**config.mk**
```make
export PLATFORM = sky130hd
export DESIGN_NAME = uart_relay_node
export DESIGN_NICKNAME = d
export VERILOG_FILES = /design/src/rtl/uart_relay_node.sv
export SDC_FILE = /design/constraint.sdc
export NUM_CORES = 1
export LEC_CHECK = 0
export BUFFER_PORTS_ARGS = -buffer_cell sky130_fd_sc_hd__buf_2
export CORE_MARGIN = 3
export CORE_UTILIZATION = 55
export DETAILED_ROUTE_END_ITERATION = 16
export PLACE_DENSITY = 0.75
export SLEW_MARGIN = 20
export SYNTH_ARGS = -nofsm -noshare
export SYNTH_HDL_FRONTEND = slang
export SYNTH_SLANG_ARGS = --single-unit
```
**constraint.sdc**
```tcl
create_clock -name CLK -period 2.8 [get_ports CLK]
set_input_delay 0.56 -clock CLK [delete_from_list [all_inputs] [get_ports CLK]]
set_output_delay 0.56 -clock CLK [all_outputs]
set_load 0.02 [all_outputs]
```
**src/rtl/uart_relay_node.sv**
```systemverilog
// Ping-pong relay endpoint: assembles LSB-first words from UartRx,
// adds STEP, and serialises the result back out through UartTx.
module uart_relay_node #(
  parameter int          WORD_BYTES     = 1,
  parameter int          INITIATOR      = 0,
  parameter logic [63:0] INIT_VALUE     = 64'h61,
  parameter int          STEP           = 1,
  parameter int          TIMEOUT_CYCLES = 1000000,
  parameter int          MAX_ROUNDS     = 0,
  localparam int         W              = 8 * WORD_BYTES
) (
  input  logic         CLK,
  input  logic         RST_X,
  input  logic [7:0]   rx_data,
  input  logic         rx_en,
  output logic [7:0]   tx_data,
  output logic         tx_we,
  input  logic         tx_ready,
  output logic [W-1:0] word_out,
  output logic         word_valid,
  output logic [15:0]  round_cnt,
  output logic [7:0]   retry_cnt,
  output logic         overrun,
  output logic         done
);

  typedef enum logic [2:0] {
    S_INIT, S_RECV, S_SEND, S_GAP, S_DONE
  } state_t;

  localparam logic [2:0]  LAST = 3'(WORD_BYTES - 1);
  localparam logic [31:0] TMO  = 32'(TIMEOUT_CYCLES);

  state_t       r_state;
  state_t       w_next;
  logic [2:0]   r_idx;
  logic [2:0]   r_txi;
  logic [31:0]  r_timer;
  logic [W-1:0] r_asm;
  logic [W-1:0] r_txw;
  logic [W-1:0] w_asm;
  logic [7:0]   w_tx_byte;
  logic [15:0]  w_round_nx;
  logic         w_last_rx;
  logic         w_tmo;
  logic         w_hit;
  logic         w_txlast;

  always_comb begin
    w_asm = r_asm;
    w_asm[r_idx*8 +: 8] = rx_data;
    w_tx_byte = r_txw[r_txi*8 +: 8];
  end

  assign w_last_rx  = rx_en && (r_idx == LAST);
  assign w_tmo      = (TMO != 0) && (r_timer == TMO) && !rx_en;
  assign w_round_nx = (round_cnt == 16'hFFFF) ? round_cnt
                                              : round_cnt + 16'd1;
  assign w_hit      = (MAX_ROUNDS != 0) &&
                      (w_round_nx == 16'(MAX_ROUNDS));
  assign w_txlast   = (r_txi == LAST);

  always_ff @(posedge CLK or negedge RST_X) begin
    if (!RST_X) r_state <= (INITIATOR != 0) ? S_INIT : S_RECV;
    else        r_state <= w_next;
  end

  always_comb begin
    w_next = r_state;
    unique case (r_state)
      S_INIT: w_next = S_SEND;
      S_RECV: begin
        if (w_last_rx)
          w_next = w_hit ? S_DONE : S_SEND;
        else if (w_tmo && INITIATOR != 0)
          w_next = S_SEND;
      end
      S_SEND: if (tx_ready) w_next = S_GAP;
      S_GAP:  w_next = w_txlast ? S_RECV : S_SEND;
      S_DONE: w_next = S_DONE;
      default: w_next = r_state;
    endcase
  end

  always_ff @(posedge CLK or negedge RST_X) begin
    if (!RST_X) begin
      r_idx      <= '0;
      r_txi      <= '0;
      r_timer    <= '0;
      r_asm      <= '0;
      r_txw      <= '0;
      tx_data    <= '0;
      tx_we      <= 1'b0;
      word_out   <= '0;
      word_valid <= 1'b0;
      round_cnt  <= '0;
      retry_cnt  <= '0;
      overrun    <= 1'b0;
      done       <= 1'b0;
    end else begin
      tx_we      <= 1'b0;
      word_valid <= 1'b0;
      if (rx_en && r_state != S_RECV) overrun <= 1'b1;
      unique case (r_state)
        S_INIT: begin
          r_txw <= INIT_VALUE[W-1:0];
          r_txi <= '0;
        end
        S_RECV: begin
          if (rx_en) begin
            r_timer <= '0;
            r_asm   <= w_asm;
            if (w_last_rx) begin
              r_idx      <= '0;
              r_txi      <= '0;
              word_out   <= w_asm;
              word_valid <= 1'b1;
              round_cnt  <= w_round_nx;
              r_txw      <= w_asm + W'(STEP);
              done       <= w_hit;
            end else begin
              r_idx <= r_idx + 3'd1;
            end
          end else if (w_tmo) begin
            // Responder with nothing pending just parks at the limit.
            if (INITIATOR != 0 || r_idx != 0) begin
              r_idx   <= '0;
              r_txi   <= '0;
              r_timer <= '0;
              if (retry_cnt != 8'hFF) retry_cnt <= retry_cnt + 8'd1;
            end
          end else if (TMO != 0 && r_timer != TMO) begin
            r_timer <= r_timer + 32'd1;
          end
        end
        S_SEND: begin
          if (tx_ready) begin
            tx_data <= w_tx_byte;
            tx_we   <= 1'b1;
          end
        end
        S_GAP: begin
          if (w_txlast) begin
            r_idx   <= '0;
            r_timer <= '0;
          end else begin
            r_txi <= r_txi + 3'd1;
          end
        end
        S_DONE: done <= 1'b1;
        default: ;
      endcase
    end
  end

endmodule

```
=== Word-level counts from Yosys, hierarchy flattened ===
Index checks and enable logic that the tools add are counted.

* Bits in registers: 101
* Latch bits: 0
* RAM bits: 0
* Bits in read-only memories: 0
* Input port bits: 12
* Memories: 0

* Add/sub/neg operators: 7
* Multiply operators: 0
* Divide/modulo/power cells: 0
* Order comparisons: 0
* Eq/ne operators: 19
* Shift-type cells: 3
* Mux-type cells: 32
* Bitwise operators: 2
* Reduce and logical (&&, ||, !) cells: 24

{| class="wikitable"
|+ Operator list
! operator !! number
|-
| $mux W32 || 5
|-
| $pmux W32 S2 || 1
|-
| $neg A6 Y34 || 1
|-
| $shift A8 B34 Y8 const A || 1
|-
| $shiftx A8 B34 Y8 || 1
|-
| $add A32 B1 Y32 const B || 1
|-
| $eq A32 B20 Y1 const B || 1
|-
| $ne A32 B20 Y1 const B || 1
|-
| $mux W3 || 10
|-
| $add A16 B1 Y16 const B || 1
|-
| $add A8 B1 Y8 const B || 2
|-
| $eq A16 B16 Y1 const B || 1
|-
| $mux W8 || 2
|-
| $pmux W8 S2 || 1
|-
| $pmux W3 S5 || 1
|-
| $reduce_and A3 Y1 || 4
|-
| $reduce_and A4 Y1 || 3
|-
| $ne A2 B2 Y1 const B || 5
|-
| $reduce_and A5 Y1 || 2
|-
| $logic_not A3 Y1 || 3
|-
| $ne A3 B3 Y1 const B || 3
|-
| $pmux W3 S3 || 1
|-
| $bwmux W8 || 1
|-
| $ne A4 B4 Y1 const B || 2
|-
| other kinds (18) || 33
|}

=== Longest topological paths before layout ===
Gate-level depths: netlist of the first run.

* Word-level depth: 7
* Mapped depth: 13
* Gate-level depth less buffers: 11

=== Least setup slack after synthesis of the first run ===
No wires, ideal clock.

* Path type: reg2reg
* Start: register r_idx[0]
* End: register r_txw[6]
* Library setup time: 120 ps
* Arrival: 2359 ps
* Required time: 2680 ps
* Path slack: 321 ps
* Stages on the path, launching flop included: 14
* Clock period less this slack: 2479 ps
* Cell sequence: dfrtp_1 inv_1 ha_1 ha_1 buf_4 nor2b_1 clkbuf_1 nand2_2 mux2i_1 inv_1 ha_1 inv_1 a2111oi_0 o211a_1

* Word-level cells in the longest chain between the ends: 7

{| class="wikitable"
|+ RTL lines
! what !! RTL line !! source
|-
| from (decl) || 36 || <nowiki>logic [2:0] r_idx;</nowiki>
|-
| from (signal assigned) || 122 || <nowiki>r_idx <= r_idx + 3'd1;</nowiki>
|-
| $neg A6 Y34 (*) || 51 || <nowiki>w_asm[r_idx*8 +: 8] = rx_data;</nowiki>
|-
| $shiftx A8 B34 Y8 or $shift A8 B34 Y8 (tied branches) || 51 ||
|-
| $bwmux W8 (*) || 51 ||
|-
| named net w_asm[0] || 41 || <nowiki>logic [W-1:0] w_asm;</nowiki>
|-
| $add A8 B1 Y8 (*) || 119 || <nowiki>r_txw <= w_asm + W'(STEP);</nowiki>
|-
| $mux W8 (*) || 113 || <nowiki>if (w_last_rx) begin</nowiki>
|-
| $mux W8 (*) || 110 || <nowiki>if (rx_en) begin</nowiki>
|-
| $pmux W8 S2 (*) || 104 || <nowiki>unique case (r_state)</nowiki>
|-
| to (signal assigned) || 106 || <nowiki>r_txw <= INIT_VALUE[W-1:0];</nowiki>
|-
| to (signal assigned) || 119 ||
|-
| to (decl) || 40 || <nowiki>logic [W-1:0] r_txw;</nowiki>
|}

The timed path passes the listed nets; every way through them passes the cells marked *. The select of a mux whose other input is x is not followed.
A chain may end at the register's enable or synchronous reset.

=== Worst setup path in the final report of the first run ===
* Start: register r_idx[0]
* End: register r_txw[4]

The elaborated chain is that of the path after synthesis.

==> run_results.csv, run 1 <==
group,metric,value,unit
place,place_ws,0.158,ns
clocking,clock_sinks,101,
clocking,cts-root-buf,"clkbuf_8",
route,antenna_left,0,
synth,synth-adder-area-share,0.0240,
synth,synth_compound_area_frac,0.125,
global_route,grt.total_usage,0.221,
global_route,overflow,0,
synth,postSynthAreaPerCell,9.91,um2
floorplanning,dieArea,10700,um2
floorplanning,core-area,8980,um2
route,drt-initial-drc-count,214,
synth,synth_edf_count,0,
clocking,cts_setup_buffers,0,
clocking,clk_latency,0.37,ns
global_route,grt_pass1_wl,18900,um
route,via_per_inst,5.76,
sta,setup_violations,0,
sta,tightest_slew,0.627,ns
sta,max_freq,385,MHz
finish,diodes,0,
global_route,antenna_found_initial,0,
floorplanning,die_w,103,um
worst_setup_path,required,3.07,ns
synth,synthDistinctLibCells,61,
min_path,hp-class,"input port to asynchronous set/reset pin",
synth,synth_mux_area_frac,0.0327,
synth,syn_nets,547,
finish,seq_area,2530,um2
worst_setup_path,path_cells,"inv_1, ha_1, or4_1, o21ai_1, nand2_1, ha_1, inv_1, nor4_1, o31ai_1",
synth,synth_top_area_cell,"dfrtp_1",
synth,ys_top_cells_by_area,"dfrtp_1, xor2_1, nand2_1",
floorplanning,die_h,103,um
finish,utilization,0.656,
synth,synth-seq-cells,101,
floorplanning,io_pins,56,
synth,synthCells,525,
synth,synth_area,5200,um2
sta,fin_hold_ws,0.156,ns
finish,multiInputGateArea,2510,um2
worst_setup_path,critPathCaptureType,"flip-flop",
route,drcViolationCount,0,
sta,setup_tns,0,ns
place,portBuffers,55,
finish,fill_cells,770,
finish,syn_to_final_growth,13.1,%
synth,synth-xor-area-share,0.0623,
power,peakVddDrop,0.390,mV
worst_setup_path,cp.arrival,2.87,ns
place,gp_congestion,0.881,
route,drt-wirelength-per-cell,15.5,um
synth,synth_top_flop_cell,"dfrtp_1",
finish,layout-drive-gt1-share,0.185,
place,dpl.hpwl,8280,um
power,power.density,734,nW/um2
job,cap_violations,0,
sta,setup_slack,0.202,ns
clocking,postCtsResizedCells,0,
clocking,cts_tree,"yes",
synth,synth_top_family_by_area,"simple AND/OR/NAND/NOR gates",
synth,synth_simple_gate_area_share,0.238,
worst_setup_path,cp-start-kind,"flip-flop",
synth,ys_seq_area_frac,0.486,
route,via_count,4153,
power,p_leak,2.70,nW
floorplanning,start_util,0.580,
finish,nNetsFinal,612,
sta,final_hold_viol_count,0,
sta,period_share,0.928,
clocking,cts_inserted_buffers,9,
sta,slew_headroom,0.582,
clocking,ctsHoldBuffers,0,
sta,fin_crit,2.60,ns
sta,maxSlewViolCount,0,
route,dr.pass1.iters,5,
global_route,grt_pass1_vias,4049,
global_route,grt_start_max_net_pins,44,
route,drt-total-wl,11100,um
outcome,status,"finished, final reports clean",
synth,yosysTopAreaCellShare,0.481,
worst_setup_path,critPathMaxStageDelay,0.64,ns
synth,synthArstFlopShare,1.00,
clocking,clockBufferDepth,2,
worst_setup_path,critPathKind,"flip-flop to flip-flop",
sta,final.setup_skew,0.0117,ns
synth,ys_warn_count,0,
clocking,cts-htree-levels,3,
floorplanning,rows,34,
power,total_power,4.32,mW
clocking,clk_pin_slew,0.10,ns
worst_setup_path,crit_path_max_fanout,4,
worst_setup_path,crit_path_top_delay_cell,"or4_1",
sta,rsz0062_at_grt,"no",
kinds of logic after synthesis:
kind of cell	count (synthesis)
adders and majority gates	10
buffers and inverters	40
AOI/OAI and AO/OA	99
muxes	16
xor gates and xnor gates	37
DFF	101
and+or+nand+nor	222
registers in the layout (all words and copies together), names as in the netlist:
register,count
r_state,3
r_txw,8
done,1
r_idx,3
overrun,1
r_timer,32
tx_data,8
r_asm,8
word_out,8
round_cnt,16
retry_cnt,8
r_txi,3
tx_we,1
word_valid,1
synth_stat cells (3+ instances only):
cell type and n:
nand4_1 22, nor3_1 12, and4_1 6, nand3_1 33, o21ai_0 30, mux2i_1 10, nor4_4 3, o31ai_1 6
buf_2 5, or4_1 7, a21o_1 3, nor4b_1 4, a31oi_1 4, xnor2_1 14, ha_1 10, buf_4 3
mux2_2 5, nor2_1 36, dfrtp_1 100, and3_1 8, a21oi_1 28, a22o_1 3, xor2_1 23, inv_1 21
o211ai_1 5, nand2_1 52, and2_1 8, or3_1 8, clkbuf_1 11, nor4_1 6, nand2b_1 3
area by class of cell:
type                            count  area share
Timing Repair Buffer               73      0.0722
Inverter                           21      0.0134
Tap cell                          126      0.0268
Sequential cell                   101       0.429
Multi-Input combinational cell    384       0.427
Clock inverter                      5     0.00744
Clock buffer                       11      0.0240
metal layers:
| layer | wire [um] | vias up | GRT usage |
|---|---|---|---|
| met5 | 0 | - | 0 |
| li1 | - | 2030 | - |
| met2 | 5270 | 93 | 0.352 |
| met3 | 493 | 17 | 0.0382 |
| met1 | 5180 | 2013 | 0.303 |
| met4 | 193 | 0 | 0.0867 |
worst max-delay path, delay by kind of cell, from the launching register on:
| kind | cells | cell delay [ns] |
|---|---|---|
| compound gates | 2 | 0.48 |
| fa+ha+maj | 2 | 0.56 |
| buf+inv | 2 | 0.23 |
| flops | 1 | 0.44 |
| simple gates | 3 | 0.81 |
path summary, 6_finish.rpt:
path | slack, ns | start | cells after the start | to
worst max register to register | 0.20 | r_idx[0] | 9 | r_txw[4]
max in group asynchronous | 1.95 | RST_X | 2 | r_timer[1]
min in group CLK | 0.46 | overrun | 1 | overrun
worst max-delay path | 0.20 | r_idx[0] | 9 | r_txw[4]
worst min-delay path | 0.16 | RST_X | 1 | r_timer[8]
worst min register to register | 0.46 | overrun | 1 | overrun
placed cells by master, fill, tap and decap left out, types with 8 or more instances in the layout:
cell type    n
nor2_1      36
xnor2_1     14
buf_2       54
clkbuf_8    10
xor2_1      23
nand3_1     33
inv_1       21
a21oi_1     28
and2_1       8
nor3_1      12
nand2_1     52
ha_1        10
o21ai_0     30
nand4_1     22
mux2i_1     10
dfrtp_1    100
buf_4       18
and3_1       8
or3_1        8
metrics by stage:
step / std cells / cell area (um2)
floorplan: 525 / 5200
global placement: 705 / 5700
detailed placement: 705 / 5700
CTS: 721 / 5880
global route: 721 / 5890
finish: 721 / 5890
power by group:
group          total (mW)  switching [mW]  internal, mW
Sequential           1.95           0.206          1.74
Combinational        1.50           0.976         0.523
Clock               0.877           0.518         0.359
Power figures use the tool's default switching activity.
==> run 2: changes to the inputs <==
--- a/config.mk
+++ b/config.mk
@@ -9,7 +9,7 @@
 export CORE_MARGIN = 3
 export CORE_UTILIZATION = 55
 export DETAILED_ROUTE_END_ITERATION = 16
-export PLACE_DENSITY = 0.75
+export PLACE_DENSITY = 0.8
 export SLEW_MARGIN = 20
 export SYNTH_ARGS = -nofsm -noshare
 export SYNTH_HDL_FRONTEND = slang
==> constraint.sdc (replaced) <==
create_clock -name CLK -period 2.8 [get_ports CLK]
set_input_delay 0.7 -clock CLK [delete_from_list [all_inputs] [get_ports CLK]]
set_output_delay 0.7 -clock CLK [all_outputs]
set_load 0.02 [all_outputs]
==> run 2 against run 1 <==
Fmax increased by 2.1%. Highest routed layer unchanged. Register-to-register slack improved by 0.05 ns. Via count increased by 1.1%. Largest power group unchanged. Worst setup slack improved by 0.054 ns.
==> run_results.csv, run 2 (same netlist as run 1, synthesis figures left out) <==
group,metric,value,unit
floorplanning,core-area,8980,um2
sta,fin_crit,2.54,ns
min_path,hp-class,"input port to asynchronous set/reset pin",
finish,fill_cells,719,
global_route,grt_pass1_vias,4111,
global_route,grt_pass1_wl,18700,um
route,via_count,4198,
clocking,cts_inserted_buffers,9,
power,p_leak,2.70,nW
route,via_per_inst,5.84,
finish,top_register,"r_timer",
worst_setup_path,critPathCaptureType,"flip-flop",
clocking,clk_pin_slew,0.10,ns
worst_setup_path,worstSetupStartpoint,"r_idx[0]",
worst_setup_path,critPathMaxStageDelay,0.44,ns
power,p_switching,1.71,mW
sta,rsz0062_at_grt,"no",
outcome,status,"finished, final reports clean",
clocking,clk_latency,0.36,ns
finish,layout_commonest_cell,"dfrtp_1",
worst_setup_path,crit_path_max_fanout,7,
worst_setup_path,required,3.06,ns
sta,period_share,0.908,
floorplanning,io_pins,56,
sta,final_hold_viol_count,0,
clocking,cts-htree-levels,3,
floorplanning,start_util,0.580,
finish,layout-drive-gt1-share,0.182,
clocking,cts_tree,"yes",
clocking,ctsHoldBuffers,0,
worst_setup_path,path_buf_inv,3,
sta,maxSlewViolCount,0,
sta,tightest_slew,0.629,ns
finish,nNetsFinal,610,
worst_setup_path,critPathKind,"flip-flop to flip-flop",
power,internal-power,2.70,mW
route,dr.pass1.iters,5,
route,drcViolationCount,0,
job,cap_violations,0,
route,antenna_left,0,
power,clkPwrFrac,0.215,
clocking,cts_setup_buffers,0,
sta,setup_violations,0,
clocking,postCtsResizedCells,0,
worst_setup_path,cp_common_cell,"inv_1",
sta,max_freq,393,MHz
place,portBuffers,55,
floorplanning,rows,34,
worst_setup_path,cp.arrival,2.80,ns
worst_setup_path,r2r-start,"r_idx[0]",
clocking,clock_sinks,101,
global_route,overflow,0,
worst_setup_path,rrSetupSlack,0.26,ns
power,power.density,750,nW/um2
global_route,antenna_found_initial,0,
sta,slew_headroom,0.581,
global_route,grt.total_usage,0.220,
route,drt-total-wl,11200,um
finish,syn_to_final_growth,13.2,%
sta,setup_tns,0,ns
finish,diodes,0,
floorplanning,dieArea,10700,um2
route,drt-wirelength-per-cell,15.6,um
floorplanning,die_w,103,um
sta,final.setup_skew,0.00932,ns
clocking,clockBufferDepth,2,
worst_setup_path,path_cells,"inv_1, ha_1, nor4_4, nand2_2, mux2i_1, inv_1, ha_1, inv_1, a2111oi_0, o211a_1",
worst_setup_path,crit_path_top_delay_cell,"dfrtp_1",
clocking,cts-root-buf,"clkbuf_8",
finish,utilization,0.656,
place,dpl.hpwl,7920,um
power,peakVddDrop,0.348,mV
power,power.share.combinational,0.342,
power,power_frac_seq,0.443,
floorplanning,die_h,103,um
finish,largest_reg_flops,32,
route,drt-initial-drc-count,244,
place,gp_congestion,0.887,
worst_setup_path,cp-start-kind,"flip-flop",
global_route,grt_start_max_net_pins,59,
power,p_sw_frac,0.388,
finish,mostFrequentLayoutCells,"dfrtp_1, buf_2, nand2_1, nor2_1, nand3_1",
finish,reg_top3,"r_timer x32, round_cnt x16",
worst_setup_path,path_delay_family,"adder cells",
run 2: changes by cell type in the layout (fill, tap and decap cells not counted), sizes merged:
cell / previous run / this run
bufinv: 0 / 1
clkinv: 1 / 2
clkbuf: 11 / 10
clkinvlp: 2 / 1
buf: 73 / 71
run 2: final cells by class:
cell class | count | area, um2 | share of cell area
well taps | 126 | 158 | 0.0268
inverters | 21 | 78.8 | 0.0134
multi-input cells | 384 | 2510 | 0.426
clock buffers | 10 | 138 | 0.0234
clock inverters | 6 | 68.8 | 0.0117
flip-flops and latches | 101 | 2530 | 0.429
repair buffers | 71 | 410 | 0.0697
run 2: worst paths after layout:
kind	end	cells after the start
setup / recovery	r_txw[6]	10
hold / removal	retry_cnt[0]	1
setup reg to reg	r_txw[6]	10
hold reg to reg	overrun	1
max in group asynchronous	word_out[7]	2
min in group CLK	overrun	1
run 2: routing by layer:
metal / global-route usage / wire (um) / up-vias
li1: - / - / 2017
met3: 0.0423 / 541 / 21
met2: 0.362 / 5440 / 120
met1: 0.292 / 5110 / 2040
met4: 0.0777 / 130 / 0
met5: 0 / 0 / -
run 2: through the flow:
stage	setup slack, ns	hold WS, ns	cells	cell area, um2	power, mW
floorplan	0.321	0.404	525	5200	3.00
global placement	0.373	0.437	703	5680	3.43
detailed placement	0.222	0.442	703	5680	3.48
CTS	0.156	0.330	719	5890	4.46
global route	0.00208	0.339	719	5890	4.73
finish	0.256	0.325	719	5890	4.42
run 2: power groups by stage:
stage	Combinational, mW	Sequential, mW	Clock [mW]
floorplan	0.914	2.09	0
global placement	1.47	1.96	0
detailed placement	1.51	1.98	0
CTS	1.52	1.95	0.983
global route	1.69	1.99	1.04
finish	1.51	1.96	0.952
==> run 3: changes to the inputs <==
--- a/config.mk
+++ b/config.mk
@@ -6,10 +6,12 @@
 export NUM_CORES = 1
 export LEC_CHECK = 0
 export BUFFER_PORTS_ARGS = -buffer_cell sky130_fd_sc_hd__buf_2
+export CELL_PAD_IN_SITES_DETAIL_PLACEMENT = 0
+export CELL_PAD_IN_SITES_GLOBAL_PLACEMENT = 1
 export CORE_MARGIN = 3
-export CORE_UTILIZATION = 55
+export CORE_UTILIZATION = 46
 export DETAILED_ROUTE_END_ITERATION = 16
-export PLACE_DENSITY = 0.8
+export PLACE_DENSITY = 0.85
 export SLEW_MARGIN = 20
 export SYNTH_ARGS = -nofsm -noshare
 export SYNTH_HDL_FRONTEND = slang
==> constraint.sdc (replaced) <==
create_clock -name CLK -period 2.8 [get_ports CLK]
set_input_delay 0.28 -clock CLK [delete_from_list [all_inputs] [get_ports CLK]]
set_output_delay 0.28 -clock CLK [all_outputs]
set_load 0.02 [all_outputs]
==> run 3 against run 2 <==
Total power increased by 3.9%. Register-to-register slack got worse by 0.06 ns. Largest cell class unchanged. Wire length up 1.2%. Sequential share of layout area is 0.62 points lower. Non-clock buffer count rose by 1. Largest power group unchanged.
==> run_results.csv, run 3 (same netlist as run 1, synthesis figures left out) <==
group,metric,value,unit
power,p_leak,2.73,nW
route,met3_wirelength,407,um
floorplanning,die_w,112,um
route,dr.pass1.iters,5,
sta,tightest_slew,0.609,ns
global_route,grt_start_max_net_pins,61,
finish,nNetsFinal,611,
worst_setup_path,critPathKind,"flip-flop to flip-flop",
worst_setup_path,cp-endpoint,"r_txw[6]",
finish,mostFrequentLayoutCells,"dfrtp_1, buf_2, nand2_1, nor2_1, nand3_1",
sta,setup_violations,0,
clocking,cts_inserted_buffers,9,
sta,rsz0062_at_grt,"no",
route,antenna_left,0,
route,drcViolationCount,0,
worst_setup_path,critPathMaxStageDelay,0.46,ns
finish,final_cell_area,5980,um2
worst_setup_path,rrSetupSlack,0.19,ns
place,gp_congestion,0.865,
route,via_count,4124,
min_path,hp-class,"input port to flip-flop",
worst_setup_path,path_cells,"inv_1, ha_1, nor4_4, nand2_2, mux2i_1, inv_1, ha_1, inv_1, a2111oi_0, o211a_1",
power,power.share.combinational,0.327,
finish,largest_reg_flops,32,
clocking,clk_latency,0.35,ns
clocking,clock_sinks,101,
sta,setup_tns,0,ns
route,drt-initial-drc-count,335,
worst_setup_path,r2r-start,"r_idx[0]",
finish,fill_cells,1012,
global_route,grt.total_usage,0.186,
floorplanning,rows,38,
route,routed.top_layer,"met4",
outcome,status,"finished, final reports clean",
floorplanning,die_h,112,um
power,p_switching,1.72,mW
sta,maxSlewViolCount,0,
route,met1Wirelength,5540,um
route,drt-total-wl,11400,um
place,dpl.hpwl,8230,um
finish,syn_to_final_growth,14.8,%
sta,fin_crit,2.61,ns
worst_setup_path,r2r-end,"r_txw[6]",
route,drt-wirelength-per-cell,15.5,um
worst_setup_path,crit_path_top_delay_cell,"nor4_4",
power,clkPwrFrac,0.248,
worst_setup_path,crit_path_max_fanout,7,
sta,fin_hold_ws,0.225,ns
route,via_per_inst,5.62,
clocking,cts-root-buf,"clkbuf_16",
clocking,cts_setup_buffers,0,
power,internal-power,2.87,mW
clocking,clk_pin_slew,0.07,ns
sta,max_freq,384,MHz
sta,final.setup_skew,0.0108,ns
global_route,antenna_found_initial,0,
place,placed_area,5700,um2
floorplanning,dieArea,12600,um2
place,portBuffers,55,
global_route,overflow,0,
floorplanning,io_pins,56,
floorplanning,core-area,10900,um2
route,met2_length,5210,um
finish,reg_top3,"r_timer x32, round_cnt x16",
power,peakVddDrop,0.486,mV
finish,diodes,0,
worst_setup_path,worstSetupStartpoint,"r_idx[0]",
finish,top_register,"r_timer",
sta,period_share,0.930,
worst_setup_path,cp_common_cell,"inv_1",
global_route,grt_pass1_wl,19400,um
worst_setup_path,reg2reg_depth,10,
finish,layout-drive-gt1-share,0.178,
worst_setup_path,critPathCaptureType,"flip-flop",
global_route,grt_pass1_vias,3994,
finish,finalNonFillerCells,734,
power,p_sw_frac,0.375,
floorplanning,start_util,0.476,
worst_setup_path,required,3.04,ns
finish,utilization,0.547,
place,dp_cells,717,
sta,final_hold_viol_count,0,
clocking,cts-htree-levels,3,
clocking,cts_tree,"yes",
finish,layout_commonest_cell,"dfrtp_1",
job,cap_violations,0,
power,power.density,768,nW/um2
sta,slew_headroom,0.591,
clocking,clockBufferDepth,2,
power,power_frac_seq,0.425,
worst_setup_path,cp.arrival,2.84,ns
worst_setup_path,cp-start-kind,"flip-flop",
[run 3: changes by cell type in the layout (fill, tap and decap cells not counted), sizes merged]
cell / change
inv: -1
dlygate4sd3: +1
clkbuf: +2
bufinv: -1
[run 3: how the worst min path moves through the flow]
stage / startpoint / to / slack [ns] / cells past startpoint
5_1_grt: rx_data[6] / r_asm[6] / 0.22 / 2
2_1_floorplan: RST_X / done / -0.02 / 0
6_report: rx_data[6] / r_asm[6] / 0.22 / 2
3_5_place_dp: RST_X / retry_cnt[2] / 0.30 / 1
3_3_place_gp: RST_X / retry_cnt[2] / 0.31 / 1
4_1_cts: rx_data[6] / r_asm[6] / 0.22 / 2
[run 3: through the flow]
step	worst slack, ns	power [mW]
floorplan	0.321	3.00
global placement	0.323	3.46
detailed placement	0.152	3.50
CTS	0.112	4.64
global route	0.00375	4.90
finish	0.195	4.59
[run 3: per-layer routing]
metal  global-route usage  vias to the layer above
met2                0.284                       78
met3               0.0296                       14
met1                0.267                     1999
li1                     -                     2033
met5                    0                        -
met4               0.0721                        0
[run 3: what timing repair did]
item | CTS | global route
setup endpoints to repair | 0 | 2
hold buffers | 1 | 0
gates resized for setup | 0 | 1
hold endpoints to repair | 40 | 0
[run 3: cell type report]
class                           instances  area [um2]  share of cell area
Timing Repair Buffer                   72         420              0.0703
Inverter                               21        78.8              0.0132
Clock inverter                          4        26.3             0.00440
Sequential cell                       101        2530               0.423
Tap cell                              140         175              0.0293
Clock buffer                           12         236              0.0396
Multi-Input combinational cell        384        2510               0.420
[run 3: critical path, delay by kind of cell (launching register included)]
kind | cells | cell delay [ns]
fa+ha+maj | 2 | 0.58
mux | 1 | 0.26
flops | 1 | 0.43
buf+inv | 3 | 0.36
compound gates | 2 | 0.31
simple gates | 2 | 0.57
[run 3: power by group through the flow]
stage / Sequential (mW) / Combinational [mW] / Clock, mW
finish: 1.95 / 1.50 / 1.14
global route: 2.00 / 1.68 / 1.22
CTS: 1.95 / 1.53 / 1.17
detailed placement: 1.98 / 1.52 / 0
global placement: 1.97 / 1.49 / 0
floorplan: 2.09 / 0.914 / 0
